$ cat src/rtl/systolic_drain.sv
// Output-side drain for the systolic array. It captures each skewed accumulator lane
// at its settle cycle, clears the array, and streams the lanes out as words.
module systolic_drain #(
  parameter int N     = 4,
  parameter int ACC_W = 32,
  parameter int KW    = 8
) (
  input  logic               clk,
  input  logic               reset,
  input  logic               start,
  input  logic [KW-1:0]      k_len,
  input  logic [N*ACC_W-1:0] macout,
  output logic               acc_clr,
  output logic [ACC_W-1:0]   out_data,
  output logic               out_valid,
  input  logic               out_ready,
  output logic               out_last,
  output logic               busy,
  output logic               overrun
);

  localparam int IW = (N > 1) ? $clog2(N) : 1;
  localparam int CW = KW + 2;
  localparam logic [IW-1:0] LAST_IDX = IW'(N - 1);
  localparam logic [IW-1:0] ONE_IDX  = IW'(1);
  localparam logic [CW-1:0] LANES_M1 = CW'(N - 1);
  localparam logic [CW-1:0] ONE_CNT  = CW'(1);

  typedef enum logic [1:0] {IDLE, WAIT, CAPTURE, SEND} state_t;

  state_t            state;
  logic [CW-1:0]     cnt;
  logic [KW-1:0]     k_reg;
  logic [IW-1:0]     idx;
  logic [IW-1:0]     lane;
  logic [ACC_W-1:0]  cap [N];
  logic [CW-1:0]     t0;

  // Lane 0 settles k_len + N - 1 cycles after start; each later lane one cycle after that.
  assign t0 = {2'b00, k_reg} + LANES_M1;

  always_ff @(posedge clk) begin
    if (reset) begin
      state     <= IDLE;
      cnt       <= '0;
      k_reg     <= '0;
      idx       <= '0;
      lane      <= '0;
      acc_clr   <= 1'b0;
      out_data  <= '0;
      out_valid <= 1'b0;
      out_last  <= 1'b0;
      busy      <= 1'b0;
      overrun   <= 1'b0;
      for (int i = 0; i < N; i++) cap[i] <= '0;
    end else begin
      if (start && state != IDLE) overrun <= 1'b1;

      case (state)
        IDLE: begin
          if (start) begin
            k_reg <= (k_len == '0) ? KW'(1) : k_len;
            cnt   <= ONE_CNT;
            busy  <= 1'b1;
            state <= WAIT;
          end
        end

        WAIT: begin
          cnt <= cnt + ONE_CNT;
          if (cnt == t0) begin
            cap[0] <= macout[ACC_W-1:0];
            if (N == 1) begin
              state     <= SEND;
              idx       <= '0;
              out_valid <= 1'b1;
              acc_clr   <= 1'b1;
              out_data  <= macout[ACC_W-1:0];
              out_last  <= 1'b1;
            end else begin
              lane  <= ONE_IDX;
              state <= CAPTURE;
            end
          end
        end

        CAPTURE: begin
          cnt       <= cnt + ONE_CNT;
          cap[lane] <= macout[ACC_W*lane +: ACC_W];
          if (lane == LAST_IDX) begin
            state     <= SEND;
            idx       <= '0;
            out_valid <= 1'b1;
            acc_clr   <= 1'b1;
            out_data  <= cap[0];
            out_last  <= 1'b0;
          end else begin
            lane <= lane + ONE_IDX;
          end
        end

        SEND: begin
          acc_clr <= 1'b0;
          // Word and flags advance only on a completed handshake, so a stalled word holds.
          if (out_ready) begin
            if (idx == LAST_IDX) begin
              state     <= IDLE;
              idx       <= '0;
              out_valid <= 1'b0;
              out_last  <= 1'b0;
              out_data  <= '0;
              busy      <= 1'b0;
            end else begin
              idx      <= idx + ONE_IDX;
              out_data <= cap[idx + ONE_IDX];
              out_last <= ((idx + ONE_IDX) == LAST_IDX);
            end
          end
        end

        default: state <= IDLE;
      endcase
    end
  end

endmodule

$ cat config.mk
export PLATFORM = sky130hd
export DESIGN_NAME = systolic_drain
export DESIGN_NICKNAME = d
export VERILOG_FILES = /design/src/rtl/systolic_drain.sv
export SDC_FILE = /design/constraint.sdc
export NUM_CORES = 1
export LEC_CHECK = 0
export CAP_MARGIN = 20
export CORE_ASPECT_RATIO = 2
export CORE_MARGIN = 2
export CORE_UTILIZATION = 60
export DETAILED_ROUTE_END_ITERATION = 10
export DONT_BUFFER_PORTS = 1
export PLACE_DENSITY = 0.78
export SLEW_MARGIN = 20
export SYNTH_ARGS = -nofsm -noshare
export SYNTH_HDL_FRONTEND = slang
export SYNTH_SLANG_ARGS = --single-unit
$ cat constraint.sdc
create_clock -name clk -period 4 [get_ports clk]
set_clock_uncertainty 0.15 [all_clocks]
set_input_delay 0.8 -clock clk [delete_from_list [all_inputs] [get_ports clk]]
set_output_delay 0.8 -clock clk [all_outputs]
set_load 0.03 [all_outputs]
Word level (Yosys, flattened, before mapping)
Memory sizes are Yosys's and may differ from the RTL's.
Cells that the tools add are included.
{ "classes": {"add_sub_neg": 4, "multipliers": 0, "div": 0, "n_lt_le_gt_ge": 0, "eq_ne": 13, "shifts": 1, "n_mux": 44, "bitwise": 1, "n_reduce_logical": 18} }
{ "ops": {"columns": ["operator", "count"], "rows": [
  ["32-bit 2-to-1 mux", 5],
  ["128-bit by 8-bit variable part select with 32-bit output", 1],
  ["32-bit one-hot mux with 2 select lines", 1],
  ["32-bit OR reduction", 1],
  ["2-bit 2-to-1 mux", 11],
  ["10-bit one-hot mux with 2 select lines", 1],
  ["1-bit 2-to-1 mux", 17],
  ["2-bit inequality test (second input constant)", 6],
  ["10-bit by 1-bit adder with 10-bit output (second input constant)", 1],
  ["10-bit by 9-bit == test with 1-bit output", 1],
  ["2-bit == test (second input constant)", 5],
  ["10-bit 2-to-1 mux", 1],
  ["2-bit nonzero test", 5],
  ["8-bit by 2-bit adder with 9-bit output (second input constant)", 1],
  ["8-bit zero test", 1],
  ["8-bit 2-to-1 mux", 1],
  ["1-bit one-hot mux with 2 select lines", 4],
  ["2-bit one-hot mux with 2 select lines", 2],
  ["2-bit one-hot mux with 4 select lines", 1],
  ["4-bit AND reduction", 2],
  ["2-bit AND reduction", 3],
  ["3-bit AND reduction", 2],
  ["5-bit AND reduction", 1],
  ["2-bit by 1-bit adder with 2-bit output (second input constant)", 2],
  ["5 further kinds", 5]
]} }
{ "word_totals": {"reg_bits": 61, "latch_bits": 0, "mem_bits_rw": 128, "romBits": 0, "inputBits": 140, "output_inout_bits": 37, "word_cells": 93, "memories": 1} }
{ "mem_list": {"columns": ["memory", "words", "width", "rd", "rd_clocked_by_memory_dff", "write_ports", "line_no", "rtl"], "rows": [
  ["cap", 4, 32, 2, 0, 4, "36", "logic [ACC_W-1:0] cap [N];"]
]} }

Logic depth before layout (Yosys ltp)
{ "logic_depth": {"word_depth": 8, "depth_mapped": 10, "depth_no_buf": 8} }

Least setup slack after synthesis
OpenSTA, ideal clock, no wires.
{ "synth_path": {"path_type": "reg-to-reg", "start": "reg k_reg[0]", "end": "mem cap[0][0], enable pin", "setup_ns": 0.388, "arrival_ns": 2.749, "t_required_ns": 3.462, "path_slack_ns": 0.713, "path_stages_with_launch": 9, "path_buffers": 1, "period_less_slack_ns": 3.287, "path_cell_list": "dfxtp_1 > inv_1 > ha_1 > nor4b_1 > xor2_1 > or3_4 > nor4_4 > buf_6 > a211o_1"} }
{ "synth_lines": {"columns": ["element", "line_no", "rtl"], "rows": [
  ["start: declaration", "33", "logic [KW-1:0] k_reg;"],
  ["start signal: assignment", "62", "k_reg <= (k_len == '0) ? KW'(1) : k_len;"],
  ["end: declaration", "36", null]
]} }

==> results list <==
* Ranking of synthesized cells by instance count: edfxtp_1 (128), dfxtp_1 (61), nand2_1 (59)
- The worst hold path belongs to the class in -> reg.
- By area the synthesized netlist is led by edfxtp_1 (38%), dfxtp_1 (12%), mux4_2 (7.6%).
* Chip width: 95.4 microns
- Among all flip-flop cells after synthesis, the most frequent one is edfxtp_1.
- The critical path is of the reg -> reg type.
- P_leak: 3.60 nW
- In this run the post-CTS setup repair buffer count came out at 0.
- The first global-routing pass estimated 40300 microns of wire.
- edfxtp_1 is the most common cell in the netlist.
- Setup crit start: k_reg[0]$_SDFFE_PP0P_
- The completed layout was analyzed and its total power is 6.53 mW.
- Final WS setup: 1.00 ns
- Setup violations remaining at the end of the flow were counted as 0.
- No sink is reached through more buffers than the 2 on the longest clock path.
- Relative to the synthesized area, the layout overhead comes to 6.57%.
- The run finished with clean final reports.
* Reported max-cap violation count: 0
* Required time at the worst-slack endpoint: 4.03 ns
- Later-pin clock latency in the skew report: 0.44 ns
* Crit path max fanout: 32
* Number of placement rows: 66
* Chip Height: 187 microns
- TritonCTS built the clock tree.
- After detailed routing, the average wire length per cell comes to 25.1 microns.
- Placed cell area: 0.0101 sq mm
* Switching portion of total power: 38.0%
* Hold-fix buffers, CTS: 0
- Reg-to-Reg End: cap[0][2]$_SDFFCE_PN0P_
- For the worst setup path, the data arrival time is 3.03 ns.
- In this run the most critical hold path is launched from reset.
- Summed over all nets, the switching power comes to 2.48 mW.
- The repair_antennas step left the layout with diodes totalling 0.
* Total track usage: 30.2%
- For this run, the detailed router's first-pass iteration total came to 6.
- Setup repair after global routing left no endpoint under its margin.
- Synthesis instantiated 60 different standard cells from the library.
* Setup crit end: cap[0][2]$_SDFFCE_PN0P_
- For this run, design rule violations remaining after detail routing come to 0.
* Clock Root Buffer: clkbuf_16
- Crit share post-route: 75.0%
- Count of nets after finishing: 977
- The detailed router placed 7330 vias in this run.
- Detailed router's first-iteration violation count: 602
* Critical Path Sink Type: register
- After synthesis, the mean cell area works out to 11.5 sq um.
* Sequential group share of total power: 48.2%
- In this run the remaining antenna-violating nets after routing total 0.
* TritonCTS Sinks: 189
- Per report_power, the combinational group accounts for 25.5% of the total.
- Synthesized instance count: 875
- Transition time at the pin with the least slew margin: 1.12 ns
* Total gr overflow: 0
- In the final layout, the share of cells above drive strength 1 is 15.6%.
- Of all flip-flops after synthesis, the portion carrying an async set or reset was 0%.
- 177 I/O pins were placed.
- After floorplanning, the core was sized to cover 0.0164 sq mm.
- The H-tree generated during clock tree synthesis spans 4 levels.
* Length in cells of the worst reg-to-reg path: 9
- In this run, the clock network consumes 26.3% of the power.
- Pre-CTS worst setup slack: 1.03 ns
* Via count of the first global-routing pass: 7577
* Post-detail-place hpwl: 17200 microns
- Total negative slack for setup checks: 0 ns
- Final std cell area, no fill: 0.0107 sq mm
* Crit Reg-Reg Startpoint: k_reg[0]$_SDFFE_PP0P_
* Area of the die: 0.0178 sq mm
* Post-cts repair resize count: 0
- Count of input and output buffers: 0
* Cell accounting for the most synthesized area: edfxtp_1
* Total length of routed wires: 26200 microns
- Synth Warn #: 0
- Slew Limit Fails: 0
- Initial cell density of the core: 61.4%
* Max Freq: 333 MHz
* Critical Path Source Type: register
- For this design the ratio of total power to cell area is 611 mW/mm^2.
- IR analysis of the VDD net gives a maximum drop of 0.000336 V.
* Register-to-register path setup slack: 1.00 ns
- Clock-pin slew on the worst setup and hold paths: 0.07 ns
- Internal power comes to 4.05 mW.
- The synthesized design contains 189 register bits.
- The filler cells instantiated in the layout total 1260.
- Final weighted congestion in routability-driven placement: 0.875
* Clock buffers created by TritonCTS: 17
* Synthesized Nets: 1024
- Hold timing on the final database bottoms out at a slack of 0.264 ns.
* Tightest slew margin relative to the limit: 25.3%
- Number of endpoints with negative hold slack in the final report: 0
* Most flops, register: cap
- Post-DR vias/cell: 7.01
* Post-synthesis sequential area ratio: 50.5%
- Largest registers: cap (128), out_data (32), cnt (10)
- Number of antenna violations at the first check in global routing: 0
- Yosys mapped a number of flops with a built-in enable equal to 128.
- The routed design could run at a clock period as short as 3.00 ns.
- Summing every instance area after synthesis gives 0.0100 sq mm.
- Entering global routing, the biggest net connects 66 pins.
- Proportion of netlist area held by the largest area contributor: 38.3%
* Max reg flops: 128
[cell families (layout without fill, tap and decap cells)]
family / count (synthesis) / in the layout / share of synthesized area (%)
buffers and inverters: 91 / 57 / 3.94
and+or+nand+nor: 259 / 259 / 13.7
AOI/OAI and AO/OA: 217 / 217 / 15.3
adders and majority gates: 9 / 9 / 1.12
muxes: 97 / 97 / 14.3
DFF: 189 / 189 / 50.5
xor gates and xnor gates: 13 / 13 / 1.13
[placed cells by master, fill, tap and decap left out, drive strengths merged, types with 5 or more instances in the layout]
cell      n
edfxtp  128
dfxtp    61
nand2    59
a21oi    55
nor2     48
nor4     38
a211oi   37
nor2b    37
and2     35
mux4     34
o21ai    34
mux2i    33
mux2     30
a22o     28
a32o     28
clkbuf   17
inv      15
buf      14
nand2b    9
ha        9
xor2      7
or2       7
xnor2     6
nand3     6
a21o      5
clkinv    5
[layer usage]
| metal | wire (microns) | vias to the layer above | GRT usage (%) |
|---|---|---|---|
| li1 | - | 3272 | - |
| met1 | 8600 | 3621 | 31.9 |
| met2 | 14300 | 337 | 53.1 |
| met3 | 1950 | 100 | 7.01 |
| met4 | 1360 | 0 | 17.3 |
| met5 | 0 | - | 0 |
[power groups by stage]
stage	clock network [mW]	logic, mW	registers, mW
finish	1.72	1.66	3.15
global placement	0	1.57	3.17
floorplan	0	1.36	2.97
global route	1.79	1.81	3.19
CTS	1.71	1.65	3.14
detailed placement	0	1.64	3.19
[stage by stage]
stage                     utilization, %  instances
after floorplan                        -        875
after global placement              61.8       1013
after detailed placement            61.8       1013
after CTS                           65.4       1045
after global routing                65.4       1045
final                               65.4       1045
[layout make-up]
cell class,count,area (sq um),area share (%)
Timing Repair Buffer,14,118,1.10
Sequential cell,189,5070,47.4
Clock inverter,15,164,1.53
Inverter,11,41.3,0.386
Multi-Input combinational cell,595,4620,43.2
Clock buffer,17,425,3.98
Tap cell,204,255,2.39
[worst max-delay path, cell delays in order, from the launching register on]
cell	delay, ns
dfxtp_1	0.42
inv_1	0.08
ha_1	0.27
and4b_1	0.35
a21oi_1	0.11
o31ai_1	0.36
o32a_1	0.36
nor4_4	0.09
a211o_2	0.34
buf_12	0.19
[how the worst min path moves through the flow]
stage | end | cells past startpoint
after floorplan | k_reg[6]$_SDFFE_PP0P_ | 2
after CTS | out_data[15]$_SDFFE_PP0P_ | 1
final | out_data[15]$_SDFFE_PP0P_ | 1
after global routing | out_data[15]$_SDFFE_PP0P_ | 1
after global placement | idx[1]$_SDFFE_PP0P_ | 2
after detailed placement | idx[1]$_SDFFE_PP0P_ | 2
Note: power is estimated with default switching activity, not from simulation.
